<file path="src/rtl/battle_pkg.sv">
// Shared types and constants for the battle turn controller: FSM states,
// trainer encoding, datapath widths and the 5-bit LFSR definition.
package battle_pkg;

    localparam int HP_W   = 5;
    localparam int MOVE_W = 2;
    localparam int LFSR_W = 5;

    localparam logic [LFSR_W-1:0] LFSR_SEED  = 5'b00001;
    localparam int                LFSR_TAP_A = 4;
    localparam int                LFSR_TAP_B = 2;

    typedef enum logic [3:0] {
        S_IDLE,
        S_P_SEL,
        S_P_ROLL,
        S_P_APPLY,
        S_P_CHECK,
        S_AI_SEL,
        S_AI_ROLL,
        S_AI_APPLY,
        S_AI_CHECK,
        S_WIN,
        S_LOSE
    } state_t;

    typedef enum logic {
        PLAYER = 1'b0,
        AI     = 1'b1
    } trainer_t;

    // Shift left, feeding back x^5 + x^3 + 1; maximal length (31), never reaches zero.
    function automatic logic [LFSR_W-1:0] lfsr_next(input logic [LFSR_W-1:0] l);
        return {l[LFSR_W-2:0], l[LFSR_TAP_A] ^ l[LFSR_TAP_B]};
    endfunction

endpackage

</file>
<file path="src/rtl/lfsr5.sv">
// Free-running 5-bit maximal-length LFSR used for accuracy rolls and AI move choice.
module lfsr5
    import battle_pkg::*;
(
    input  logic              clk,
    input  logic              reset_n,
    output logic [LFSR_W-1:0] q
);

    logic [LFSR_W-1:0] r_lfsr;

    always_ff @(posedge clk or negedge reset_n) begin
        if (!reset_n) begin
            r_lfsr <= LFSR_SEED;
        end else begin
            r_lfsr <= lfsr_next(r_lfsr);
        end
    end

    assign q = r_lfsr;

endmodule

</file>
<file path="src/rtl/battle_turn_ctrl.sv">
// Sequences one battle turn (player attack, then AI attack) on a go edge,
// rolling accuracy against the LFSR and pulsing apply_damage to the datapath.
module battle_turn_ctrl
    import battle_pkg::*;
(
    input  logic              clk,
    input  logic              reset_n,
    input  logic              go,
    input  logic [MOVE_W-1:0] p_move,
    input  logic [HP_W-1:0]   p_hp,
    input  logic [HP_W-1:0]   ai_hp,
    input  logic [HP_W-1:0]   accu,
    output logic [MOVE_W-1:0] move_sel,
    output logic              active_trainer,
    output logic              target,
    output logic              apply_damage,
    output logic              busy,
    output logic              victory,
    output logic              loss,
    output logic              last_hit,
    output logic [7:0]        turn_cnt,
    output state_t            o_dbg_state,
    output logic [LFSR_W-1:0] o_dbg_lfsr
);

    state_t            r_state;
    logic              r_go_q;
    logic              r_armed;
    logic [MOVE_W-1:0] r_move_sel;
    logic              r_active;
    logic              r_last_hit;
    logic [7:0]        r_turn_cnt;

    state_t            w_state_nxt;
    logic [MOVE_W-1:0] w_move_sel_nxt;
    logic              w_active_nxt;
    logic              w_last_hit_nxt;
    logic [7:0]        w_turn_cnt_nxt;
    logic [LFSR_W-1:0] w_lfsr;
    logic              w_start;
    logic              w_hit;

    lfsr5 u_lfsr (
        .clk     (clk),
        .reset_n (reset_n),
        .q       (w_lfsr)
    );

    // r_armed stays low for the first edge after reset so a go level held
    // through reset release is absorbed into r_go_q instead of looking like an edge.
    assign w_start = go & ~r_go_q & r_armed;
    assign w_hit   = (w_lfsr != '0) && (w_lfsr <= accu);

    always_comb begin
        w_state_nxt    = r_state;
        w_move_sel_nxt = r_move_sel;
        w_active_nxt   = r_active;
        w_last_hit_nxt = r_last_hit;
        w_turn_cnt_nxt = r_turn_cnt;
        case (r_state)
            S_IDLE: begin
                if (ai_hp == '0) begin
                    w_state_nxt = S_WIN;
                end else if (p_hp == '0) begin
                    w_state_nxt = S_LOSE;
                end else if (w_start) begin
                    w_state_nxt = S_P_SEL;
                end
            end
            S_P_SEL: begin
                w_move_sel_nxt = p_move;
                w_active_nxt   = PLAYER;
                w_state_nxt    = S_P_ROLL;
            end
            S_P_ROLL: begin
                w_last_hit_nxt = w_hit;
                w_state_nxt    = S_P_APPLY;
            end
            S_P_APPLY:  w_state_nxt = S_P_CHECK;
            S_P_CHECK:  w_state_nxt = (ai_hp == '0) ? S_WIN : S_AI_SEL;
            S_AI_SEL: begin
                w_move_sel_nxt = w_lfsr[MOVE_W-1:0];
                w_active_nxt   = AI;
                w_state_nxt    = S_AI_ROLL;
            end
            S_AI_ROLL: begin
                w_last_hit_nxt = w_hit;
                w_state_nxt    = S_AI_APPLY;
            end
            S_AI_APPLY: w_state_nxt = S_AI_CHECK;
            S_AI_CHECK: begin
                if (p_hp == '0) begin
                    w_state_nxt = S_LOSE;
                end else begin
                    if (r_turn_cnt != 8'hFF) begin
                        w_turn_cnt_nxt = r_turn_cnt + 8'd1;
                    end
                    w_state_nxt = S_IDLE;
                end
            end
            S_WIN:      w_state_nxt = S_WIN;
            S_LOSE:     w_state_nxt = S_LOSE;
            default:    w_state_nxt = S_IDLE;
        endcase
    end

    always_ff @(posedge clk or negedge reset_n) begin
        if (!reset_n) begin
            r_state    <= S_IDLE;
            r_go_q     <= 1'b0;
            r_armed    <= 1'b0;
            r_move_sel <= '0;
            r_active   <= PLAYER;
            r_last_hit <= 1'b0;
            r_turn_cnt <= 8'd0;
        end else begin
            r_state    <= w_state_nxt;
            r_go_q     <= go;
            r_armed    <= 1'b1;
            r_move_sel <= w_move_sel_nxt;
            r_active   <= w_active_nxt;
            r_last_hit <= w_last_hit_nxt;
            r_turn_cnt <= w_turn_cnt_nxt;
        end
    end

    // Decoded from state so an asynchronous reset kills the pulse immediately.
    assign apply_damage   = ((r_state == S_P_APPLY) || (r_state == S_AI_APPLY)) && r_last_hit;
    assign busy           = (r_state != S_IDLE) && (r_state != S_WIN) && (r_state != S_LOSE);
    assign victory        = (r_state == S_WIN);
    assign loss           = (r_state == S_LOSE);
    assign move_sel       = r_move_sel;
    assign active_trainer = r_active;
    assign target         = ~r_active;
    assign last_hit       = r_last_hit;
    assign turn_cnt       = r_turn_cnt;
    assign o_dbg_state    = r_state;
    assign o_dbg_lfsr     = w_lfsr;

endmodule
</file>
<file path="config.mk">
export PLATFORM = sky130hd
export DESIGN_NAME = battle_turn_ctrl
export DESIGN_NICKNAME = d
export VERILOG_FILES = /design/src/rtl/battle_pkg.sv /design/src/rtl/lfsr5.sv /design/src/rtl/battle_turn_ctrl.sv
export SDC_FILE = /design/constraint.sdc
export NUM_CORES = 1
export LEC_CHECK = 0
export CAP_MARGIN = 30
export CORE_ASPECT_RATIO = 1.5
export CORE_UTILIZATION = 44
export DETAILED_ROUTE_END_ITERATION = 10
export PLACE_DENSITY = 0.83
export REMOVE_ABC_BUFFERS = 1
export SETUP_SLACK_MARGIN = 0.2
export SKIP_LAST_GASP = 1
export SYNTH_ARGS = -nofsm -noshare
export SYNTH_HDL_FRONTEND = slang
export SYNTH_SLANG_ARGS = --single-unit
export TNS_END_PERCENT = 20
</file>
<file path="constraint.sdc">
create_clock -name clk -period 2.1 [get_ports clk]
set_input_delay 0.42 -clock clk [delete_from_list [all_inputs] [get_ports clk]]
set_output_delay 0.42 -clock clk [all_outputs]
set_load 0.02 [all_outputs]
</file>
# Yosys cells after proc, flatten, opt, wreduce, memory -nomap -nowiden
# Index checks and enable logic that the tools add are counted.
totals:
  reg_bits: 23
  in_bits: 20
  output_inout_bits: 26
  elab_cells: 51
op_classes:
  add_sub_neg: 1
  n_lt_le_gt_ge: 1
  eq_ne: 14
  n_mux: 8
  n_bitwise: 6
  n_reduce_logical: 13
op_table:
  columns: ["op", "n"]
  rows:
  - ["$pmux 4 s11", 1]
  - ["$mux 4", 5]
  - ["$eq 4x3->1 const B", 4]
  - ["$eq 4x4->1 const B", 3]
  - ["$ne 4x4->1 const B", 3]
  - ["$logic_not 5->1", 2]
  - ["$add 8x1->8 const B", 1]
  - ["$eq 4x2->1 const B", 2]
  - ["$ne 8x8->1 const B", 1]
  - ["$le 5x5->1", 1]
  - ["$reduce_bool 5->1", 1]
  - ["$eq 4x1->1 const B", 1]
  - ["$logic_and 1x1->1", 4]
  - ["$logic_not 4->1", 1]
  - ["$pmux 2 s2", 1]
  - ["$reduce_bool 4->1", 1]
  - ["$not 1->1", 3]
  - ["$reduce_and 3->1", 1]
  - ["$and 1x1->1", 2]
  - ["$pmux 1 s2", 1]
  - ["$reduce_bool 2->1", 1]
  - ["$reduce_or 2->1", 1]
  - ["$logic_or 1x1->1", 1]
  - ["$xor 1x1->1", 1]

# Longest topological paths before layout
depth:
  word_depth: 7
  ltp_mapped: 6

# Hierarchy
# Synthesis repeated with hierarchy kept, for this count alone.
hier_totals:
  cells_unflattened: 121
  area_unflattened_um2: 1247.4
modules_own_cells:
  columns: ["module", "n_inst", "cells_per_inst", "area_per_inst_um2", "seq_area_each_um2"]
  rows:
  - ["battle_turn_ctrl", 1, 115, 1112.3, 450.4]
  - ["lfsr5", 1, 6, 135.1, 126.4]

# Worst setup path after synthesis
# OpenSTA, ideal clock, no wires.
synth_path:
  kind: "reg2out"
  startpoint: "register r_state[0] (netlist: o_dbg_state[0])"
  endpoint: "output apply_damage"
  t_arrival_ps: 1389
  t_required_ps: 1680
  path_slack_ps: 291
  path_stages_with_launch: 4
  path_buffers: 1
  path_cell_list: "dfrtp_1 -> clkbuf_1 -> nand2_1 -> nor3_1"
synth_between:
  elab_chain_cells: 3
  elab_cells_between_ends: 4
  cone_classes: "eq/ne: 2; reduce/logical: 2"
synth_rtl:
  columns: ["element", "line", "text"]
  rows:
  - ["start, declared", "battle_turn_ctrl.sv:26", "state_t r_state;"]
  - ["start signal, assigned", "battle_turn_ctrl.sv:117", "r_state <= w_state_nxt;"]
  - ["$eq 4x2->1 / $eq 4x3->1 (equally long branches)", "battle_turn_ctrl.sv:128", "assign apply_damage = ((r_state == S_P_APPLY) || (r_state == S_AI_APPLY)) && r_last_hit;"]
  - ["$logic_or 1x1->1 (*)", "battle_turn_ctrl.sv:128", null]
  - ["$logic_and 1x1->1 (*)", "battle_turn_ctrl.sv:128", null]
  - ["end, declared", "battle_turn_ctrl.sv:16", "output logic apply_damage,"]
# Mark *: on every way between the ends. The rest lies on a longest branch, timed or not.

# Worst setup path after layout
layout_path:
  startpoint: "register r_state[1] (netlist: o_dbg_state[1])"
  endpoint: "output apply_damage"
# The elaborated chain is that of the path after synthesis.

==> results_dict.tcl <==
set metrics [dict create \
    drt_iter0_markers 20 \
    grt_max_degree 24 \
    grt_pass1_vias 1178 \
    critPathMaxFanout 8 \
    fin_skew_ns 0.00355 \
    worstSetupEndpointType "output pin" \
    port_buffers 45 \
    io_pins 46 \
    setup_tns_ns 0 \
    grt_usage_pct 22.4 \
    max_cap_violations 0 \
    synth_cells 126 \
    post-place-ws_ns -0.0436 \
    fin_ws_ns 0.0173 \
    cts_inserted_buffers 3 \
    design.core.area_um2 2680 \
    maxSlewViolCount 0 \
    syn_area_per_cell_um2 9.96 \
    cts_max_path_buffers 2 \
    row_count 23 \
    cp.arrival_ns 1.66 \
    firstDrtPassIters 4 \
    antenna_cells 0 \
    postCtsSetupBuffers 0 \
    yosys_register_bits 23 \
    place_area_um2 1790 \
    outcome "finished, final reports clean" \
    fin_crit_sh_pct 99.2 \
    hold_violations 0 \
    critPathKind "register to output pin" \
    vias 1127 \
    die_w_um 45.6 \
    wire_per_inst_um 14.0 \
    clk_latency_ns 0.27 \
    start_util_pct 46.9 \
    final_nets 205 \
    grt_antenna_before_repair 0 \
    final_common_cell "clkdlybuf4s50_1" \
    area.growth.synth_to_final_pct 46.9 \
    synth-seq-area-share_pct 46.0 \
    yosys.cell_types.count 39 \
    overflow 0 \
    power.density_nw_per_um2 1020 \
    vdd_drop_max_mv 0.656 \
    syn_area_um2 1250 \
    rsz0062_at_grt "true" \
    grt_pass1_wl_um 4880 \
    finalSetupViolCount 0 \
    final_core_util_pct 68.9 \
    viasPerCell 5.24 \
    drtAntennaViolNets 0 \
    max_freq_mhz 480 \
    fp.dieH_um 67.4 \
    hold_class "register to register" \
    final_cell_mix "42 x clkdlybuf4s50_1, 20 x dfrtp_1, 14 x nand2_1, 11 x inv_1, 11 x nor2_1" \
    gp_congestion 0.805 \
    final_cell_area_um2 1840 \
    period_needed_ns 2.08 \
    crit_required_ns 1.68 \
    dpl.cell_count 211 \
    wl_um 3000 \
    clock_sinks 23 \
    yosysWarningCount 0 \
    fillers 223 \
    hpwl_um 2300 \
    h-tree-depth 1 \
    cts-root-buf "clkbuf_8" \
    cts.clk_slew.worst_paths_ns 0.08 \
    cts_hold_buffers 0 \
    p_leak_uw 0.000841 \
    stdcell_count 215 \
    drc 0 \
    die_area_um2 3070 \
    cp-start-kind "register" \
    drive_gt1_share_pct 12.9 \
    cts_tree "yes" \
]
==> path summary, 6_finish.rpt <==
path	startpoint	endpoint	slack [ns]	cells after the start
min	u_lfsr.q[0]	u_lfsr.q[1]	0.44	0
min in group asynchronous	reset_n	r_go_q	0.50	2
min reg2reg	u_lfsr.q[0]	u_lfsr.q[1]	0.44	0
max	o_dbg_state[1]	apply_damage	0.02	3
max in group asynchronous	reset_n	u_lfsr.q[0]	1.32	2
max reg2reg	o_dbg_state[0]	turn_cnt[5]	0.27	6
==> layout make-up <==
cell class	count	area, um2	share of cell area, %
clock inverter	1	7.51	0.407
timing repair buffer	52	507	27.5
inverter	11	41.3	2.24
clock buffer	3	41.3	2.24
multi-input combinational	88	621	33.7
sequential	23	579	31.4
tap	37	46.3	2.51
==> where the power goes <==
group	internal [uW]	total (uW)	switching, uW
combinational	445	930	485
sequential	543	662	119
clock	134	282	148
==> repair_timing <==
action	CTS	global route
gates resized for setup	2	3
setup endpoints to repair	5	9
endpoints found under the hold margin	0	0
==> worst max-delay path, stage by stage, from the launching register on <==
cell	delay [ns]
dfrtp_2	0.44
inv_1	0.11
nor3_1	0.21
clkdlybuf4s50_1	0.64
==> synthesized netlist by cell type <==
master      n  area (um2)
nor3_1      6        30.0
nor2_1     11        41.3
o21ai_0     5        25.0
a31oi_1     3        18.8
or4_4       1        11.3
o211ai_1    1        7.51
inv_1      11        41.3
nor3_2      1        10.0
nor2_2      1        6.26
a221oi_1    1        8.76
mux2_4      2        30.0
clkbuf_1    3        11.3
o32a_1      1        10.0
dfstp_2     1        26.3
nor4b_2     1        15.0
a21oi_1     2        10.0
o21ai_4     1        16.3
ha_1        6        75.1
nor4b_4     1        23.8
and3b_1     1        8.76
conb_1      1        3.75
dfrtp_1    22         551
nor4_1      1        6.26
or3_1       1        6.26
nand2_1    14        52.6
or4_1       1        7.51
o31ai_1     1        7.51
nand3_1     3        15.0
o22ai_1     1        6.26
a2111oi_0   1        8.76
mux2i_1     3        30.0
buf_2       1        5.00
o32ai_1     1        8.76
o311ai_0    1        8.76
and3_1      2        12.5
xor2_1      6        52.6
nand2b_1    3        18.8
nor4_2      1        12.5
a21o_1      2        15.0
==> metal layers <==
layer  share of wire (%)  GRT usage (%)  vias up  routed length, um
li1                    -              -      542                  -
met1                  39           23.9      537               1180
met2                  54           39.5       40               1610
met3                 4.4           3.48        8                133
met4                 2.6           13.6        0                 79
met5                   0              0        -                  0
==> cell families (layout without fill, tap and decap cells) <==
logic type	count (synthesis)	after routing	share of synthesized area [%]
compound gates	21	21	12.1
mux	5	5	4.79
simple gates	49	49	22.1
buf+inv	15	67	4.59
flops	23	23	46.0
xor+xnor	6	6	4.19
other cells	1	1	0.299
fa+ha+maj	6	6	5.98
==> stage by stage <==
step | power [uW] | hold WS (ns)
floorplan | 1150 | 0.124
global route | 2000 | 0.451
global placement | 1560 | 0.423
finish | 1870 | 0.442
detailed placement | 1590 | 0.433
CTS | 1880 | 0.444
==> registers in the layout (all words and copies together) (netlist names) <==
register	cells
turn_cnt	8
u_lfsr.q	5
o_dbg_state	4
move_sel	2
active_trainer	1
last_hit	1
r_armed	1
r_go_q	1
(Power assumes the default switching activity.)
